===== config.mk =====
export PLATFORM = sky130hd
export DESIGN_NAME = dcache_write_buffer_flat
export DESIGN_NICKNAME = d
export VERILOG_FILES = /design/src/rtl/dcache_write_buffer_if.sv /design/src/rtl/dcache_write_buffer.sv /design/src/flat_wrapper.sv
export SDC_FILE = /design/constraint.sdc
export NUM_CORES = 1
export LEC_CHECK = 0
export ABC_AREA = 1
export CORE_ASPECT_RATIO = 1.75
export CORE_UTILIZATION = 46
export CTS_BUF_LIST = sky130_fd_sc_hd__clkbuf_4 sky130_fd_sc_hd__clkbuf_8
export DETAILED_ROUTE_END_ITERATION = 8
export PLACE_DENSITY = 0.77
export SKIP_CTS_REPAIR_TIMING = 1
export SYNTH_ARGS = -nofsm -noshare
export SYNTH_HDL_FRONTEND = slang
export SYNTH_SLANG_ARGS = --single-unit

===== constraint.sdc =====
create_clock -name clk -period 5.3 [get_ports clk]
set_clock_uncertainty 0.1 [all_clocks]
set_input_delay 1.59 -clock clk [delete_from_list [all_inputs] [get_ports clk]]
set_output_delay 1.59 -clock clk [all_outputs]
set_load 0.03 [all_outputs]

===== src/rtl/dcache_write_buffer_if.sv =====
// Port bundle for the dcache write-through buffer: store side, bus write side,
// read-miss hazard check and status.
interface dcache_write_buffer_if #(
    parameter int DEPTH      = 4,
    parameter int ADDR_WIDTH = 32,
    parameter int DATA_WIDTH = 32
);
    localparam int CNT_W = $clog2(DEPTH + 1);

    logic [ADDR_WIDTH-1:0] write_addr;
    logic [DATA_WIDTH-1:0] write_data;
    logic [1:0]            write_size;
    logic                  write_valid;
    logic                  write_ready;

    logic [ADDR_WIDTH-1:0] bus_addr_write;
    logic [DATA_WIDTH-1:0] bus_data_write;
    logic [3:0]            bus_sel_write;
    logic                  bus_stbw;
    logic                  bus_ackw;

    logic [ADDR_WIDTH-1:0] check_addr;
    logic                  check_hit;
    logic                  empty;
    logic [CNT_W-1:0]      count;
    logic [0:0]            dbg_state;

    // Store handshake: a store transfers on a rising edge with write_valid=1 and
    // write_ready=1; bus write completes on a rising edge with bus_stbw=1 and bus_ackw=1.
    modport slave (
        input  write_addr, write_data, write_size, write_valid, bus_ackw, check_addr,
        output write_ready, bus_addr_write, bus_data_write, bus_sel_write, bus_stbw,
               check_hit, empty, count, dbg_state
    );

    modport master (
        output write_addr, write_data, write_size, write_valid, bus_ackw, check_addr,
        input  write_ready, bus_addr_write, bus_data_write, bus_sel_write, bus_stbw,
               check_hit, empty, count, dbg_state
    );
endinterface


===== src/rtl/dcache_write_buffer.sv =====
// Write-through store buffer: lane-positions dcache stores into a circular FIFO,
// drains them in order over a strobe/ack bus, and flags read-miss word hazards.
module dcache_write_buffer #(
    parameter int DEPTH      = 4,
    parameter int ADDR_WIDTH = 32,
    parameter int DATA_WIDTH = 32
) (
    input  logic                  clk,
    input  logic                  reset,
    dcache_write_buffer_if.slave  wb
);
    localparam int PTR_W = $clog2(DEPTH);
    localparam int CNT_W = $clog2(DEPTH + 1);
    localparam int WA_W  = ADDR_WIDTH - 2;

    localparam logic [0:0] S_IDLE = 1'b0;
    localparam logic [0:0] S_REQ  = 1'b1;

    logic [0:0]            state_q, state_d;
    logic [PTR_W-1:0]      head_q, head_d, tail_q, tail_d;
    logic [CNT_W-1:0]      count_q, count_d;
    logic [DEPTH-1:0]      vld_q;

    logic [WA_W-1:0]       addr_mem_q [DEPTH];
    logic [DATA_WIDTH-1:0] data_mem_q [DEPTH];
    logic [3:0]            sel_mem_q  [DEPTH];

    logic                  push, pop, write_ready, in_req, hit;
    logic [DATA_WIDTH-1:0] push_data;
    logic [3:0]            push_sel;
    logic                  unused_check_lsbs;

    assign unused_check_lsbs = ^wb.check_addr[1:0];

    assign write_ready = (count_q < CNT_W'(DEPTH));
    assign in_req      = (state_q == S_REQ);
    assign push        = wb.write_valid & write_ready;
    assign pop         = in_req & wb.bus_ackw;

    // Half-word placement uses addr[1] only; a stray addr[0] is silently ignored.
    always_comb begin
        push_data = '0;
        push_sel  = '0;
        case (wb.write_size)
            2'd0: begin
                push_data = {24'b0, wb.write_data[7:0]} << {wb.write_addr[1:0], 3'b000};
                push_sel  = 4'b0001 << wb.write_addr[1:0];
            end
            2'd1: begin
                push_data = {16'b0, wb.write_data[15:0]} << {wb.write_addr[1], 4'b0000};
                push_sel  = 4'b0011 << {wb.write_addr[1], 1'b0};
            end
            default: begin
                push_data = wb.write_data;
                push_sel  = 4'hF;
            end
        endcase
    end

    always_comb begin
        head_d  = head_q;
        tail_d  = tail_q;
        count_d = count_q;
        state_d = state_q;
        if (push) tail_d = tail_q + PTR_W'(1);
        if (pop)  head_d = head_q + PTR_W'(1);
        if (push && !pop) count_d = count_q + CNT_W'(1);
        if (pop && !push) count_d = count_q - CNT_W'(1);
        case (state_q)
            S_IDLE:  if (count_q != '0) state_d = S_REQ;
            S_REQ:   if (pop && count_q == CNT_W'(1)) state_d = S_IDLE;
            default: state_d = S_IDLE;
        endcase
    end

    always_ff @(posedge clk or negedge reset) begin
        if (!reset) begin
            state_q <= S_IDLE;
            head_q  <= '0;
            tail_q  <= '0;
            count_q <= '0;
            vld_q   <= '0;
        end else begin
            state_q <= state_d;
            head_q  <= head_d;
            tail_q  <= tail_d;
            count_q <= count_d;
            // Push and pop never address the same slot: push is refused when full.
            if (pop)  vld_q[head_q] <= 1'b0;
            if (push) vld_q[tail_q] <= 1'b1;
        end
    end

    always_ff @(posedge clk) begin
        if (push) begin
            addr_mem_q[tail_q] <= wb.write_addr[ADDR_WIDTH-1:2];
            data_mem_q[tail_q] <= push_data;
            sel_mem_q[tail_q]  <= push_sel;
        end
    end

    always_comb begin
        hit = 1'b0;
        for (int i = 0; i < DEPTH; i++) begin
            if (vld_q[i] && addr_mem_q[i] == wb.check_addr[ADDR_WIDTH-1:2]) hit = 1'b1;
        end
    end

    // Bus fields are forced to zero outside REQ so reset and idle look identical.
    assign wb.bus_stbw       = in_req;
    assign wb.bus_addr_write = in_req ? {addr_mem_q[head_q], 2'b00} : '0;
    assign wb.bus_data_write = in_req ? data_mem_q[head_q] : '0;
    assign wb.bus_sel_write  = in_req ? sel_mem_q[head_q] : '0;
    assign wb.write_ready    = write_ready;
    assign wb.check_hit      = hit;
    assign wb.empty          = (count_q == '0);
    assign wb.count          = count_q;
    assign wb.dbg_state      = state_q;
endmodule

===== src/flat_wrapper.sv =====
// flat-port wrapper written by rule: the top's interface ports become plain ports
module dcache_write_buffer_flat 
#(
    parameter int DEPTH      = 4,
    parameter int ADDR_WIDTH = 32,
    parameter int DATA_WIDTH = 32
)
  (clk, reset, wb_write_addr, wb_write_data, wb_write_size, wb_write_valid, wb_bus_ackw, wb_check_addr, wb_write_ready, wb_bus_addr_write, wb_bus_data_write, wb_bus_sel_write, wb_bus_stbw, wb_check_hit, wb_empty, wb_count, wb_dbg_state);
  dcache_write_buffer_if #(.DEPTH(DEPTH), .ADDR_WIDTH(ADDR_WIDTH), .DATA_WIDTH(DATA_WIDTH)) wb_i ();
  input  logic clk;
  input  logic reset;
  input wire logic [$bits(wb_i.write_addr)-1:0] wb_write_addr;
  input wire logic [$bits(wb_i.write_data)-1:0] wb_write_data;
  input wire logic [$bits(wb_i.write_size)-1:0] wb_write_size;
  input wire logic [$bits(wb_i.write_valid)-1:0] wb_write_valid;
  input wire logic [$bits(wb_i.bus_ackw)-1:0] wb_bus_ackw;
  input wire logic [$bits(wb_i.check_addr)-1:0] wb_check_addr;
  output wire logic [$bits(wb_i.write_ready)-1:0] wb_write_ready;
  output wire logic [$bits(wb_i.bus_addr_write)-1:0] wb_bus_addr_write;
  output wire logic [$bits(wb_i.bus_data_write)-1:0] wb_bus_data_write;
  output wire logic [$bits(wb_i.bus_sel_write)-1:0] wb_bus_sel_write;
  output wire logic [$bits(wb_i.bus_stbw)-1:0] wb_bus_stbw;
  output wire logic [$bits(wb_i.check_hit)-1:0] wb_check_hit;
  output wire logic [$bits(wb_i.empty)-1:0] wb_empty;
  output wire logic [$bits(wb_i.count)-1:0] wb_count;
  output wire logic [$bits(wb_i.dbg_state)-1:0] wb_dbg_state;
  assign wb_i.write_addr = wb_write_addr;
  assign wb_i.write_data = wb_write_data;
  assign wb_i.write_size = wb_write_size;
  assign wb_i.write_valid = wb_write_valid;
  assign wb_i.bus_ackw = wb_bus_ackw;
  assign wb_i.check_addr = wb_check_addr;
  assign wb_write_ready = wb_i.write_ready;
  assign wb_bus_addr_write = wb_i.bus_addr_write;
  assign wb_bus_data_write = wb_i.bus_data_write;
  assign wb_bus_sel_write = wb_i.bus_sel_write;
  assign wb_bus_stbw = wb_i.bus_stbw;
  assign wb_check_hit = wb_i.check_hit;
  assign wb_empty = wb_i.empty;
  assign wb_count = wb_i.count;
  assign wb_dbg_state = wb_i.dbg_state;
  dcache_write_buffer #(.DEPTH(DEPTH), .ADDR_WIDTH(ADDR_WIDTH), .DATA_WIDTH(DATA_WIDTH)) u_core (.clk(clk), .reset(reset), .wb(wb_i));
endmodule

==> impl_metrics.csv <==
group,metric,value,unit
critical_path,regToRegEndpoint,"u_core.data_mem_q[1][3]",
cts,cts_sinks,276,
drt,drc,0,
die,fp.dieH,228,um
placed_design,dpl_worst_slack,0.280,ns
logic_synthesis,synthesis.area,13400,um^2
drt,wl,38400,um
critical_path,reg2reg_slack,2.84,ns
cts,path_clk_slew,0.06,ns
critical_path,cp_slowest_cell,"clkdlybuf4s50_1",
global_routing,grt_max_degree,81,
min_path,hp-class,"flip-flop to flip-flop",
cts,cts.htree.levels,2,
critical_path,crit_arrival,3.35,ns
timing,whs,0.402,ns
logic_synthesis,yosysTopAreaCellShare,59.2,%
cts,cts_tree,"built",
logic_synthesis,ys_ff_latch,276,
cts,cts_inserted_buffers,39,
final_layout,fin_cells,2018,
die,num_io_pins,178,
drt,drt_iter0_markers,689,
timing,setup_tns,0,ns
run_status,status,"finished, final reports clean",
logic_synthesis,syn_area_per_cell,9.31,um^2
timing,grt_setup_unrepaired,"false",
timing,drv_slew,0,
critical_path,worst-path-buf-inv,3,
final_layout,mostFrequentLayoutCells,"337 x nand2_1, 264 x edfxtp_1, 246 x nor2_1",
timing,hold_viol_final,0,
timing,setup_viol,0,
critical_path,timing.rr.start,"u_core.wb.count[2]",
placed_design,post-place-cells,1952,
cts,max-clock-path-buffers,3,
die,core,28600,um^2
min_path,min_to,"u_core.vld_q[0]",
global_routing,antenna_found_initial,4,
critical_path,worst-setup-path-type,"input port to primary output",
critical_path,cp.depth,12,
job,drv_cap,0,
die,rows,82,
die,die_w,131,um
final_layout,n_fill_cell,2421,
critical_path,crit_top_cell,"nand2_1",
timing,fmax,0.198,GHz
critical_path,cp_max_fo,5,
placed_design,port_buffers,173,
timing,slew_headroom,44.7,%
global_routing,grt_overflow_total,0,
die,initial_core_util,46.8,%
global_routing,grt_usage,26.3,%
critical_path,path_cells,"clkdlybuf4s50_1, inv_1, nand2_1, nand2_1, nor2_1, nand2_1, nor2_1, nand2_1, nor2_1, nor2_1, nand2_1, buf_4",
power_and_ir_drop,p_clk_share,18.5,%
power_and_ir_drop,comb_power_share,48.2,%
timing,layout_setup_ws,0.256,ns
logic_synthesis,ys_types,27,
global_routing,grt_pass1_vias,10496,
critical_path,worst_setup_path_start_kind,"input port",
logic_synthesis,syn_inst,1438,
final_layout,finalInstanceArea,16300,um^2
power_and_ir_drop,p_int,5.14,mW
power_and_ir_drop,netSwitchingPower,3.69,mW
critical_path,cp_top_family,"simple AND/OR/NAND/NOR gates",
power_and_ir_drop,p_leak,6.46,nW
drt,first_pass_iters,5,
placed_design,dp_hpwl,26400,um
power_and_ir_drop,cellPowerDensity,542,nW/um^2
global_routing,grt_pass1_wl,57200,um
drt,vias,10626,
timing,fin_crit,5.04,ns
critical_path,rr_worst_depth,4,
critical_path,crit_required,3.61,ns
min_path,min_path_cells,2,
final_layout,final_common_cell,"nand2_1",
cts,insertion_delay,0.56,ns
drt,antenna_left,0,
final_layout,fin_nets,1730,
logic_synthesis,ys_seq_area_share,61.4,%
placed_design,place_area,15500,um^2
final_layout,area_growth,21.5,%
logic_synthesis,synth_top_cell_by_area,"edfxtp_1",
critical_path,critPathMaxStageDelay,0.56,ns
logic_synthesis,ys_warn_count,0,
placed_design,gp_congestion,0.959,
power_and_ir_drop,netSwitchingFraction,41.8,%
drt,vias_per_cell,5.27,
timing,tightestPinTransition,0.829,ns
min_path,hold_start,"u_core.vld_q[0]",
logic_synthesis,synthTopCellsByArea,"edfxtp_1 59%, nand2_1 9.4%, nor2_1 7.0%, o21ai_0 5.1%, inv_1 4.5%",
critical_path,end_kind,"primary output",
cts,root_buffer,"clkbuf_8",
drt,wl_per_cell,19.0,um
die,die-area,29800,um^2
final_layout,drive_gt1_share,5.38,%
power_and_ir_drop,power_frac_seq,33.3,%
power_and_ir_drop,peakVddDrop,0.000407,V
timing,period_share,95.2,%
[worst reg2reg max path, cell delays in order, from the launching register on]
cell,delay [ns]
dfrtp_1,0.42
inv_1,0.12
nand2_1,0.39
nor2_4,0.63
buf_12,0.40
[cell type report]
class | instances | area, um^2 | share of cell area, %
sequential | 276 | 8230 | 50.6
multi-input combinational | 940 | 4240 | 26.0
timing repair buffer | 193 | 1970 | 12.1
clock buffer | 49 | 624 | 3.84
inverter | 165 | 621 | 3.81
tap | 378 | 473 | 2.91
clock inverter | 14 | 115 | 0.707
antenna | 3 | 7.51 | 0.0461
[stage by stage]
stage | power, mW | util (%)
6_report | 8.83 | 56.9
5_1_grt | 9.29 | 56.8
4_1_cts | 8.89 | 56.8
3_5_place_dp | 7.25 | 54.2
3_3_place_gp | 7.18 | 54.2
2_1_floorplan | 5.57 | -
[how the worst max path moves through the flow]
stage	start	endpoint	slack, ns
4_1_cts	wb_check_addr[29]	wb_check_hit	0.28
5_1_grt	wb_check_addr[29]	wb_check_hit	0.10
3_5_place_dp	wb_check_addr[29]	wb_check_hit	0.28
2_1_floorplan	wb_write_valid	u_core.addr_mem_q[0][0]	0.09
3_3_place_gp	wb_check_addr[29]	wb_check_hit	0.25
6_report	wb_check_addr[29]	wb_check_hit	0.26
[cells by family after synthesis]
group	synth area share, %
AOI/OAI and AO/OA	12.3
other	0.0280
DFF	61.4
xor gates and xnor gates	1.11
adders and majority gates	1.21
and+or+nand+nor	16.8
buffers and inverters	7.20
[synthesized netlist by cell type, drive strengths merged]
library cell / count
a21oi: 115
o22ai: 8
dfrtp: 12
ha: 13
xnor2: 10
a32oi: 1
o21ai: 170
nand2: 337
buf: 36
clkinv: 1
nand3: 6
xor2: 7
o221ai: 2
o211ai: 12
conb: 1
nor2: 251
a22oi: 6
edfxtp: 264
clkbuf: 22
inv: 164
[power groups by stage]
stage / clock, mW / combinational, mW / sequential [mW]
after floorplan: 0 / 2.59 / 2.97
after global placement: 0 / 4.21 / 2.97
after global routing: 1.74 / 4.58 / 2.96
after detailed placement: 0 / 4.27 / 2.98
after CTS: 1.66 / 4.29 / 2.94
final: 1.63 / 4.25 / 2.94
[routing by layer]
layer	GRT usage (%)	routed length (um)	up-vias
met4	17.8	2560	2
met5	0	12	-
li1	-	-	5105
met2	47.7	20700	448
met1	27.3	13000	4947
met3	3.59	2080	124
[sequential cells by signal, summed over array words and instances, names as in the netlist]
signal              cells
u_core.sel_mem_q       16
u_core.addr_mem_q     120
u_core.tail_q           2
u_core.wb.count         3
u_core.head_q           2
u_core.vld_q            4
u_core.data_mem_q     128
u_core.wb.bus_stbw      1
Power figures use the tool's default switching activity.
